===== src/rtl/pipe_pkg.sv =====
// Shared definitions for the pipeline stage register: default widths, bubble
// instruction, entry record shape and the occupancy states of the skid build.
package pipe_pkg;

  localparam int PC_W_DEF    = 16;
  localparam int INSTR_W_DEF = 16;
  localparam logic [INSTR_W_DEF-1:0] NOP_INSTR_DEF = 16'h0000;

  typedef struct packed {
    logic                   valid;
    logic [PC_W_DEF-1:0]    pc;
    logic [INSTR_W_DEF-1:0] instr;
  } entry_t;

  typedef enum logic [1:0] {
    ST_EMPTY = 2'd0,
    ST_ONE   = 2'd1,
    ST_FULL  = 2'd2
  } stage_state_e;

  function automatic logic [1:0] occ_count(input logic h_valid, input logic s_valid);
    return {1'b0, h_valid} + {1'b0, s_valid};
  endfunction

endpackage


===== src/rtl/pipe_stage_reg_if.sv =====
// Handshake bundle between upstream producer, stage register and downstream
// consumer; the stage uses the slave view, the surrounding logic the master view.
interface pipe_stage_reg_if
  import pipe_pkg::*;
#(
  parameter int PC_W    = PC_W_DEF,
  parameter int INSTR_W = INSTR_W_DEF
);

  logic               in_valid;
  logic               in_ready;
  logic [PC_W-1:0]    in_pc;
  logic [INSTR_W-1:0] in_instr;
  logic               flush;
  logic               out_valid;
  logic               out_ready;
  logic [PC_W-1:0]    out_pc;
  logic [INSTR_W-1:0] out_instr;
  logic [1:0]         occupancy;

  modport master (
    output in_valid, in_pc, in_instr, flush, out_ready,
    input  in_ready, out_valid, out_pc, out_instr, occupancy
  );

  modport slave (
    input  in_valid, in_pc, in_instr, flush, out_ready,
    output in_ready, out_valid, out_pc, out_instr, occupancy
  );

endinterface


===== src/rtl/pipe_entry_reg.sv =====
// One held pipeline entry: load a new {pc, instr}, turn into a bubble while
// keeping the last PC, or hold.
module pipe_entry_reg
  import pipe_pkg::*;
#(
  parameter int PC_W    = PC_W_DEF,
  parameter int INSTR_W = INSTR_W_DEF,
  parameter logic [INSTR_W-1:0] NOP_INSTR = INSTR_W'(NOP_INSTR_DEF)
) (
  input  logic               clk,
  input  logic               rst,
  input  logic               load,
  input  logic               clear,
  input  logic [PC_W-1:0]    d_pc,
  input  logic [INSTR_W-1:0] d_instr,
  output logic               valid,
  output logic [PC_W-1:0]    pc,
  output logic [INSTR_W-1:0] instr
);

  logic               valid_r;
  logic [PC_W-1:0]    pc_r;
  logic [INSTR_W-1:0] instr_r;

  // Entry storage; clear wins over load and leaves pc_r untouched.
  always_ff @(posedge clk) begin
    if (!rst) begin
      valid_r <= 1'b0;
      pc_r    <= {PC_W{1'b0}};
      instr_r <= NOP_INSTR;
    end else if (clear) begin
      valid_r <= 1'b0;
      instr_r <= NOP_INSTR;
    end else if (load) begin
      valid_r <= 1'b1;
      pc_r    <= d_pc;
      instr_r <= d_instr;
    end
  end

  assign valid = valid_r;
  assign pc    = pc_r;
  assign instr = instr_r;

endmodule


===== src/rtl/pipe_stage_reg.sv =====
// Pipeline stage register with one-cycle latency; SKID=1 gives a two-entry
// skid buffer with registered in_ready, SKID=0 a single entry.
module pipe_stage_reg
  import pipe_pkg::*;
#(
  parameter int PC_W    = PC_W_DEF,
  parameter int INSTR_W = INSTR_W_DEF,
  parameter logic [INSTR_W-1:0] NOP_INSTR = INSTR_W'(NOP_INSTR_DEF),
  parameter int SKID    = 1
) (
  input logic             clk,
  input logic             rst,
  pipe_stage_reg_if.slave bus
);

  logic               in_xfer_s;
  logic               out_xfer_s;
  logic               h_valid_s;
  logic [PC_W-1:0]    h_pc_s;
  logic [INSTR_W-1:0] h_instr_s;
  logic               h_load_s;
  logic               h_clear_s;
  logic [PC_W-1:0]    h_d_pc_s;
  logic [INSTR_W-1:0] h_d_instr_s;
  logic               s_valid_s;

  assign in_xfer_s  = bus.in_valid & bus.in_ready & ~bus.flush;
  assign out_xfer_s = h_valid_s & bus.out_ready;

  pipe_entry_reg #(
    .PC_W(PC_W), .INSTR_W(INSTR_W), .NOP_INSTR(NOP_INSTR)
  ) u_head (
    .clk(clk), .rst(rst), .load(h_load_s), .clear(h_clear_s),
    .d_pc(h_d_pc_s), .d_instr(h_d_instr_s),
    .valid(h_valid_s), .pc(h_pc_s), .instr(h_instr_s)
  );

  // Outputs come straight from the head registers.
  assign bus.out_valid = h_valid_s;
  assign bus.out_pc    = h_pc_s;
  assign bus.out_instr = h_instr_s;
  assign bus.occupancy = occ_count(h_valid_s, s_valid_s);

  generate
    if (SKID != 0) begin : g_skid
      stage_state_e       state_r;
      stage_state_e       state_next_s;
      logic               in_ready_r;
      logic               s_load_s;
      logic               s_clear_s;
      logic               h_from_s_s;
      logic [PC_W-1:0]    s_pc_s;
      logic [INSTR_W-1:0] s_instr_s;

      pipe_entry_reg #(
        .PC_W(PC_W), .INSTR_W(INSTR_W), .NOP_INSTR(NOP_INSTR)
      ) u_skid (
        .clk(clk), .rst(rst), .load(s_load_s), .clear(s_clear_s),
        .d_pc(bus.in_pc), .d_instr(bus.in_instr),
        .valid(s_valid_s), .pc(s_pc_s), .instr(s_instr_s)
      );

      // State register; in_ready is precomputed so it is a flop output.
      always_ff @(posedge clk) begin
        if (!rst) begin
          state_r    <= ST_EMPTY;
          in_ready_r <= 1'b1;
        end else begin
          state_r    <= state_next_s;
          in_ready_r <= (state_next_s != ST_FULL);
        end
      end

      // Next-state logic; flush empties the stage regardless of transfers.
      always_comb begin
        state_next_s = state_r;
        if (bus.flush) begin
          state_next_s = ST_EMPTY;
        end else begin
          case (state_r)
            ST_EMPTY: state_next_s = in_xfer_s ? ST_ONE : ST_EMPTY;
            ST_ONE: begin
              if (in_xfer_s && !out_xfer_s) begin
                state_next_s = ST_FULL;
              end else if (!in_xfer_s && out_xfer_s) begin
                state_next_s = ST_EMPTY;
              end else begin
                state_next_s = ST_ONE;
              end
            end
            ST_FULL:  state_next_s = out_xfer_s ? ST_ONE : ST_FULL;
            default:  state_next_s = ST_EMPTY;
          endcase
        end
      end

      // Entry controls: head refills from skid when FULL drains.
      always_comb begin
        h_load_s   = 1'b0;
        h_clear_s  = 1'b0;
        h_from_s_s = 1'b0;
        s_load_s   = 1'b0;
        s_clear_s  = 1'b0;
        if (bus.flush) begin
          h_clear_s = 1'b1;
          s_clear_s = 1'b1;
        end else begin
          case (state_r)
            ST_EMPTY: h_load_s = in_xfer_s;
            ST_ONE: begin
              if (in_xfer_s && out_xfer_s) begin
                h_load_s = 1'b1;
              end else if (in_xfer_s) begin
                s_load_s = 1'b1;
              end else if (out_xfer_s) begin
                h_clear_s = 1'b1;
              end else begin
                h_load_s = 1'b0;
              end
            end
            ST_FULL: begin
              if (out_xfer_s) begin
                h_load_s   = 1'b1;
                h_from_s_s = 1'b1;
                s_clear_s  = 1'b1;
              end else begin
                h_load_s = 1'b0;
              end
            end
            default: h_clear_s = 1'b1;
          endcase
        end
      end

      assign bus.in_ready = in_ready_r;
      assign h_d_pc_s     = h_from_s_s ? s_pc_s : bus.in_pc;
      assign h_d_instr_s  = h_from_s_s ? s_instr_s : bus.in_instr;
    end else begin : g_single
      assign s_valid_s    = 1'b0;
      assign bus.in_ready = ~h_valid_s | bus.out_ready;
      assign h_d_pc_s     = bus.in_pc;
      assign h_d_instr_s  = bus.in_instr;

      // Single entry: a new input replaces the head even while it drains.
      always_comb begin
        h_load_s  = 1'b0;
        h_clear_s = 1'b0;
        if (bus.flush) begin
          h_clear_s = 1'b1;
        end else if (in_xfer_s) begin
          h_load_s = 1'b1;
        end else if (out_xfer_s) begin
          h_clear_s = 1'b1;
        end else begin
          h_load_s = 1'b0;
        end
      end
    end
  endgenerate

endmodule


===== src/flat_wrapper.sv =====
// flat-port wrapper written by rule: the top's interface ports become plain ports
module pipe_stage_reg_flat import pipe_pkg::*;
#(
  parameter int PC_W    = PC_W_DEF,
  parameter int INSTR_W = INSTR_W_DEF,
  parameter logic [INSTR_W-1:0] NOP_INSTR = INSTR_W'(NOP_INSTR_DEF),
  parameter int SKID    = 1
)
  (clk, rst, bus_in_valid, bus_in_pc, bus_in_instr, bus_flush, bus_out_ready, bus_in_ready, bus_out_valid, bus_out_pc, bus_out_instr, bus_occupancy);
  pipe_stage_reg_if #(.PC_W(PC_W), .INSTR_W(INSTR_W)) bus_i ();
  input logic clk;
  input logic rst;
  input wire logic [$bits(bus_i.in_valid)-1:0] bus_in_valid;
  input wire logic [$bits(bus_i.in_pc)-1:0] bus_in_pc;
  input wire logic [$bits(bus_i.in_instr)-1:0] bus_in_instr;
  input wire logic [$bits(bus_i.flush)-1:0] bus_flush;
  input wire logic [$bits(bus_i.out_ready)-1:0] bus_out_ready;
  output wire logic [$bits(bus_i.in_ready)-1:0] bus_in_ready;
  output wire logic [$bits(bus_i.out_valid)-1:0] bus_out_valid;
  output wire logic [$bits(bus_i.out_pc)-1:0] bus_out_pc;
  output wire logic [$bits(bus_i.out_instr)-1:0] bus_out_instr;
  output wire logic [$bits(bus_i.occupancy)-1:0] bus_occupancy;
  assign bus_i.in_valid = bus_in_valid;
  assign bus_i.in_pc = bus_in_pc;
  assign bus_i.in_instr = bus_in_instr;
  assign bus_i.flush = bus_flush;
  assign bus_i.out_ready = bus_out_ready;
  assign bus_in_ready = bus_i.in_ready;
  assign bus_out_valid = bus_i.out_valid;
  assign bus_out_pc = bus_i.out_pc;
  assign bus_out_instr = bus_i.out_instr;
  assign bus_occupancy = bus_i.occupancy;
  pipe_stage_reg #(.PC_W(PC_W), .INSTR_W(INSTR_W), .NOP_INSTR(NOP_INSTR), .SKID(SKID)) u_core (.clk(clk), .rst(rst), .bus(bus_i));
endmodule

===== config.mk =====
export PLATFORM = sky130hd
export DESIGN_NAME = pipe_stage_reg_flat
export DESIGN_NICKNAME = d
export VERILOG_FILES = /design/src/rtl/pipe_pkg.sv /design/src/rtl/pipe_stage_reg_if.sv /design/src/rtl/pipe_entry_reg.sv /design/src/rtl/pipe_stage_reg.sv /design/src/flat_wrapper.sv
export SDC_FILE = /design/constraint.sdc
export NUM_CORES = 1
export LEC_CHECK = 0
export BUFFER_PORTS_ARGS = -buffer_cell sky130_fd_sc_hd__buf_2
export CAP_MARGIN = 20
export CORE_MARGIN = 5
export CORE_UTILIZATION = 45
export DETAILED_ROUTE_END_ITERATION = 8
export GPL_TIMING_DRIVEN = 0
export PLACE_DENSITY = 0.8
export SLEW_MARGIN = 10
export SYNTH_ARGS = -nofsm -noshare
export SYNTH_HDL_FRONTEND = slang
export SYNTH_SLANG_ARGS = --single-unit

===== constraint.sdc =====
create_clock -name clk -period 2.23 [get_ports clk]
set_input_delay 0.446 -clock clk [delete_from_list [all_inputs] [get_ports clk]]
set_output_delay 0.446 -clock clk [all_outputs]
set_load 0.02 [all_outputs]

==> metrics list <==
- Number of nets still failing antenna checks after routing: 0
- Highest fanout seen on the critical path: 10
- The largest total area in the synthesized netlist belongs to sky130_fd_sc_hd__dfxtp_1.
* Synthesized netlist net count: 349
* Yosys warns: 0
* Data arrival at the endpoint of the critical path: 2400 ps
* Critical path's most frequent cell: sky130_fd_sc_hd__buf_2
- On the final layout, the worst hold slack is 349.5 ps.
* Routed wire length: 6.840 mm
- Crit. End Element: register
- Count of different cell masters after synthesis: 29
- In the synthesized netlist the dominant register cell turns out to be sky130_fd_sc_hd__dfxtp_1.
- Fraction of registers with async set or reset after synthesis: 0
* Proportion of netlist area held by the largest area contributor: 0.4736
* Global-route wire length before repair: 11.45 mm
- Along the worst hold path, the cell count comes to 3.
* Most common cell after layout, fill and taps aside: sky130_fd_sc_hd__buf_2
* Relative max-transition margin: 0.6751
- At the later pin of the worst-skew pair, clock insertion delay measures 340 ps.
* Synthesis-stage register bit count: 69
* Maximum number of buffers from clock root to sink: 2
- Count of buffers inserted at the top-level ports: 72
- The die is 90.51 µm tall.
* Clock slew seen by the registers of the worst setup and hold paths: 80 ps
* Leakage power: 0.001400 µW
* Area of the mapped netlist: 2917 µm²
- Worst path slowest cell: sky130_fd_sc_hd__or3b_1
* Mean instance size in the synthesized netlist: 9.500 µm²
- Counting the buffers created by CTS gives 9.
- The die covers 8191 µm².
- For the final routed database, the setup TNS stands at 0 ps.
- The worst register-to-register path ends at u_core.u_head.instr[8]$_SDFFE_PP0P_.
- CP bufs+invs: 5
- Initial DRC count: 75
- For this run, the total global-route usage over all layers was measured as 0.1705.
- The total overflow left after global routing is 0.
- The via count of the first global-routing pass was 2430.
- The signal on the critical path passes through buf_2, inv_2, clkbuf_8, and3_4, ha_1, nand2_1, o221ai_4, or3b_1, buf_2, buf_6, o2bb2ai_2.
- N_diodes: 0
* Type of the tightest min-delay check: primary input to register
- Delay of the slowest critical-path stage: 360 ps
* Overall power of the completed layout: 2507 µW
- Setup repair after global routing left no endpoint under its margin.
- Most frequent cells in the layout: sky130_fd_sc_hd__buf_2, sky130_fd_sc_hd__nand2_1, sky130_fd_sc_hd__dfxtp_1
- Hold buffer count at cts: 0
* Launch instance of the worst register-to-register path: u_core.u_head.valid$_SDFFE_PP0P_
- Routability-driven placement finished with a final weighted congestion of 0.8092.
* Achievable Freq: 471.3 MHz
- Row count: 29
* Drt drc: 0
* Wire per inst: 14.49 µm
* DPL Wire Length: 5.016 mm
- Part of the Yosys area used for sequential elements: 0.4736
- Boundary Pins: 73
- Cell family with the largest share of critical-path delay: buffers and inverters
- Power per unit of standard cell area: 693.9 nW/µm²
* VDD IR max: 0.4397 mV
- Number of flops mapped to enable cells by yosys: 0
* Initial Utilization: 0.4620
- Entering global routing, the biggest net connects 17 pins.
- At the pin with the least slew margin, the transition time is 487.4 ps.
- The region available for standard cell placement spans 6314 µm².
- R2R setup slack: 140 ps
* Crit path required time: 2510 ps
- The clock drives 69 sinks.
- Status: finished, final reports clean
- Category of the critical setup timing path: primary input to register
* Number of max-cap violations: 0
* Fraction of the cycle the final worst path needs: 0.9515
- The max-slew violation total from the final report was 0.
- Detailed-routing iteration count for the pre-antenna-repair pass: 4
* CTS tree: built
- Final critical-path required period: 2122 ps
- Registers take 1383 µm².
* Post-synthesis to final-layout area growth: 23.90%
- The cell sitting at the root of the clock tree is a sky130_fd_sc_hd__clkbuf_8.
* Ratio of cells with drive above 1 in the final layout: 0.3038
- Number of levels the H-tree was split into: 3
- On the final layout, the worst clock skew is 7.400 ps.
- Worst r2r path cells: 9
- The total count of hold-check failures in the final report came to 0.
* Synth area leaders: sky130_fd_sc_hd__dfxtp_1, sky130_fd_sc_hd__mux2i_1, sky130_fd_sc_hd__a21oi_1
- Horizontal extent of the die: 90.51 µm
* Via-to-Cell Ratio: 5.206
* Critical hold path startpoint: bus_in_instr[15]
- The routed layout has 2457 vias.
* Antenna violations before repair: 1
- Fillers: 588
* Combined area of the multi-input logic cells: 1434 µm²
* Final setup violating endpoints: 0
- Count of mapped cells out of synthesis: 307
* Layout net count: 432
* Kind of start point of the critical path: primary input
- WHS Endpoint: u_core.g_skid.u_skid.instr[15]$_SDFFE_PP0P_
## worst reg2reg max path: stages (launching register included)
cell and delay, ps:
sky130_fd_sc_hd__dfxtp_2 410, sky130_fd_sc_hd__nand2_1 140, sky130_fd_sc_hd__inv_1 120, sky130_fd_sc_hd__ha_1 180, sky130_fd_sc_hd__nand2_1 90, sky130_fd_sc_hd__o221ai_4 240
sky130_fd_sc_hd__or3b_1 360, sky130_fd_sc_hd__buf_2 180, sky130_fd_sc_hd__buf_6 170, sky130_fd_sc_hd__o2bb2ai_2 140
## layout make-up
cell class	instances	area share
Sequential cell	69	0.3826
Multi-Input combinational cell	211	0.3968
Buffer	22	0.03324
Tap cell	77	0.02666
Timing Repair Buffer	73	0.1018
Clock buffer	9	0.03428
Inverter	4	0.004155
Clock inverter	7	0.02043
## through the flow
stage / std cells / cell area [µm²] / util / worst slack (ps)
finish: 472 / 3613 / 0.5723 / 108.1
global route: 472 / 3613 / 0.5723 / 15.19
CTS: 471 / 3595 / 0.5694 / 5.467
detailed placement: 456 / 3374 / 0.5345 / -447.5
global placement: 456 / 3374 / 0.5345 / -404.4
floorplan: 307 / 2918 / - / 29.61
## timing repair
action                     in CTS  in global routing
setup endpoints to repair      20                 26
setup buffers                   0                  1
cloned                          0                  0
gates resized for setup         5                  8
pin swaps                       0                  1
## registers in the layout, summed over array words and instances (netlist names)
signal,flops
u_core.g_skid.u_skid.instr,16
u_core.g_skid.u_skid.pc,16
u_core.u_head.instr,16
u_core.u_head.pc,16
u_core.g_skid.state_r,2
u_core.bus.in_ready,1
u_core.g_skid.u_skid.valid,1
u_core.u_head.valid,1
## cell usage after synthesis (2+ instances only)
cell                        number
sky130_fd_sc_hd__dfxtp_1        69
sky130_fd_sc_hd__nand2_1        69
sky130_fd_sc_hd__a21oi_1        52
sky130_fd_sc_hd__mux2i_1        32
sky130_fd_sc_hd__a211oi_1       16
sky130_fd_sc_hd__clkbuf_1       12
sky130_fd_sc_hd__o2bb2ai_2      10
sky130_fd_sc_hd__buf_2           9
sky130_fd_sc_hd__o2bb2ai_1       6
sky130_fd_sc_hd__ha_1            5
sky130_fd_sc_hd__inv_1           4
sky130_fd_sc_hd__nand3_1         3
sky130_fd_sc_hd__nor2_1          3
sky130_fd_sc_hd__and3_1          2
## layer usage
layer	up-vias	wire length (µm)	part of all wire	GRT usage
li1	1252	-	-	-
met2	67	3227	0.47	0.2694
met5	-	7	0.0010	0
met1	1124	2986	0.44	0.2101
met3	12	509	0.074	0.06500
met4	2	109	0.016	0.06328
## where the power goes
part           total [µW]  switching [µW]  leakage [µW]  internal, µW
clock                1010             493     0.0000996           520
sequential           1270            14.9      0.000559          1260
combinational         223             134      0.000741          89.1
## cells by family (layout without fill, tap and decap cells)
group	after synthesis	in the layout	synth area share
AND/OR/NAND/NOR	87	87	0.1407
buffers and inverters	27	115	0.04247
adder cells (fa/ha/maj)	5	5	0.02145
multiplexers	32	32	0.1098
flip-flops	69	69	0.4736
AO/OA/AOI/OAI	87	87	0.2119
## how the worst max path moves through the flow
| stage | from | end | slack, ps | depth (start not counted) |
|---|---|---|---|---|
| CTS | u_core.u_head.valid$_SDFFE_PP0P_ | u_core.u_head.instr[8]$_SDFFE_PP0P_ | 5 | 9 |
| detailed placement | bus_flush | u_core.u_head.pc[8]$_SDFFE_PN0P_ | -450 | 12 |
| global route | bus_flush | u_core.u_head.instr[11]$_SDFFE_PP0P_ | 20 | 11 |
| finish | bus_flush | u_core.u_head.instr[8]$_SDFFE_PP0P_ | 110 | 11 |
| floorplan | bus_flush | u_core.u_head.instr[10]$_SDFFE_PP0P_ | 30 | 10 |
| global placement | bus_flush | u_core.u_head.pc[9]$_SDFFE_PN0P_ | -400 | 12 |
Note: power is estimated with default switching activity, not from simulation.
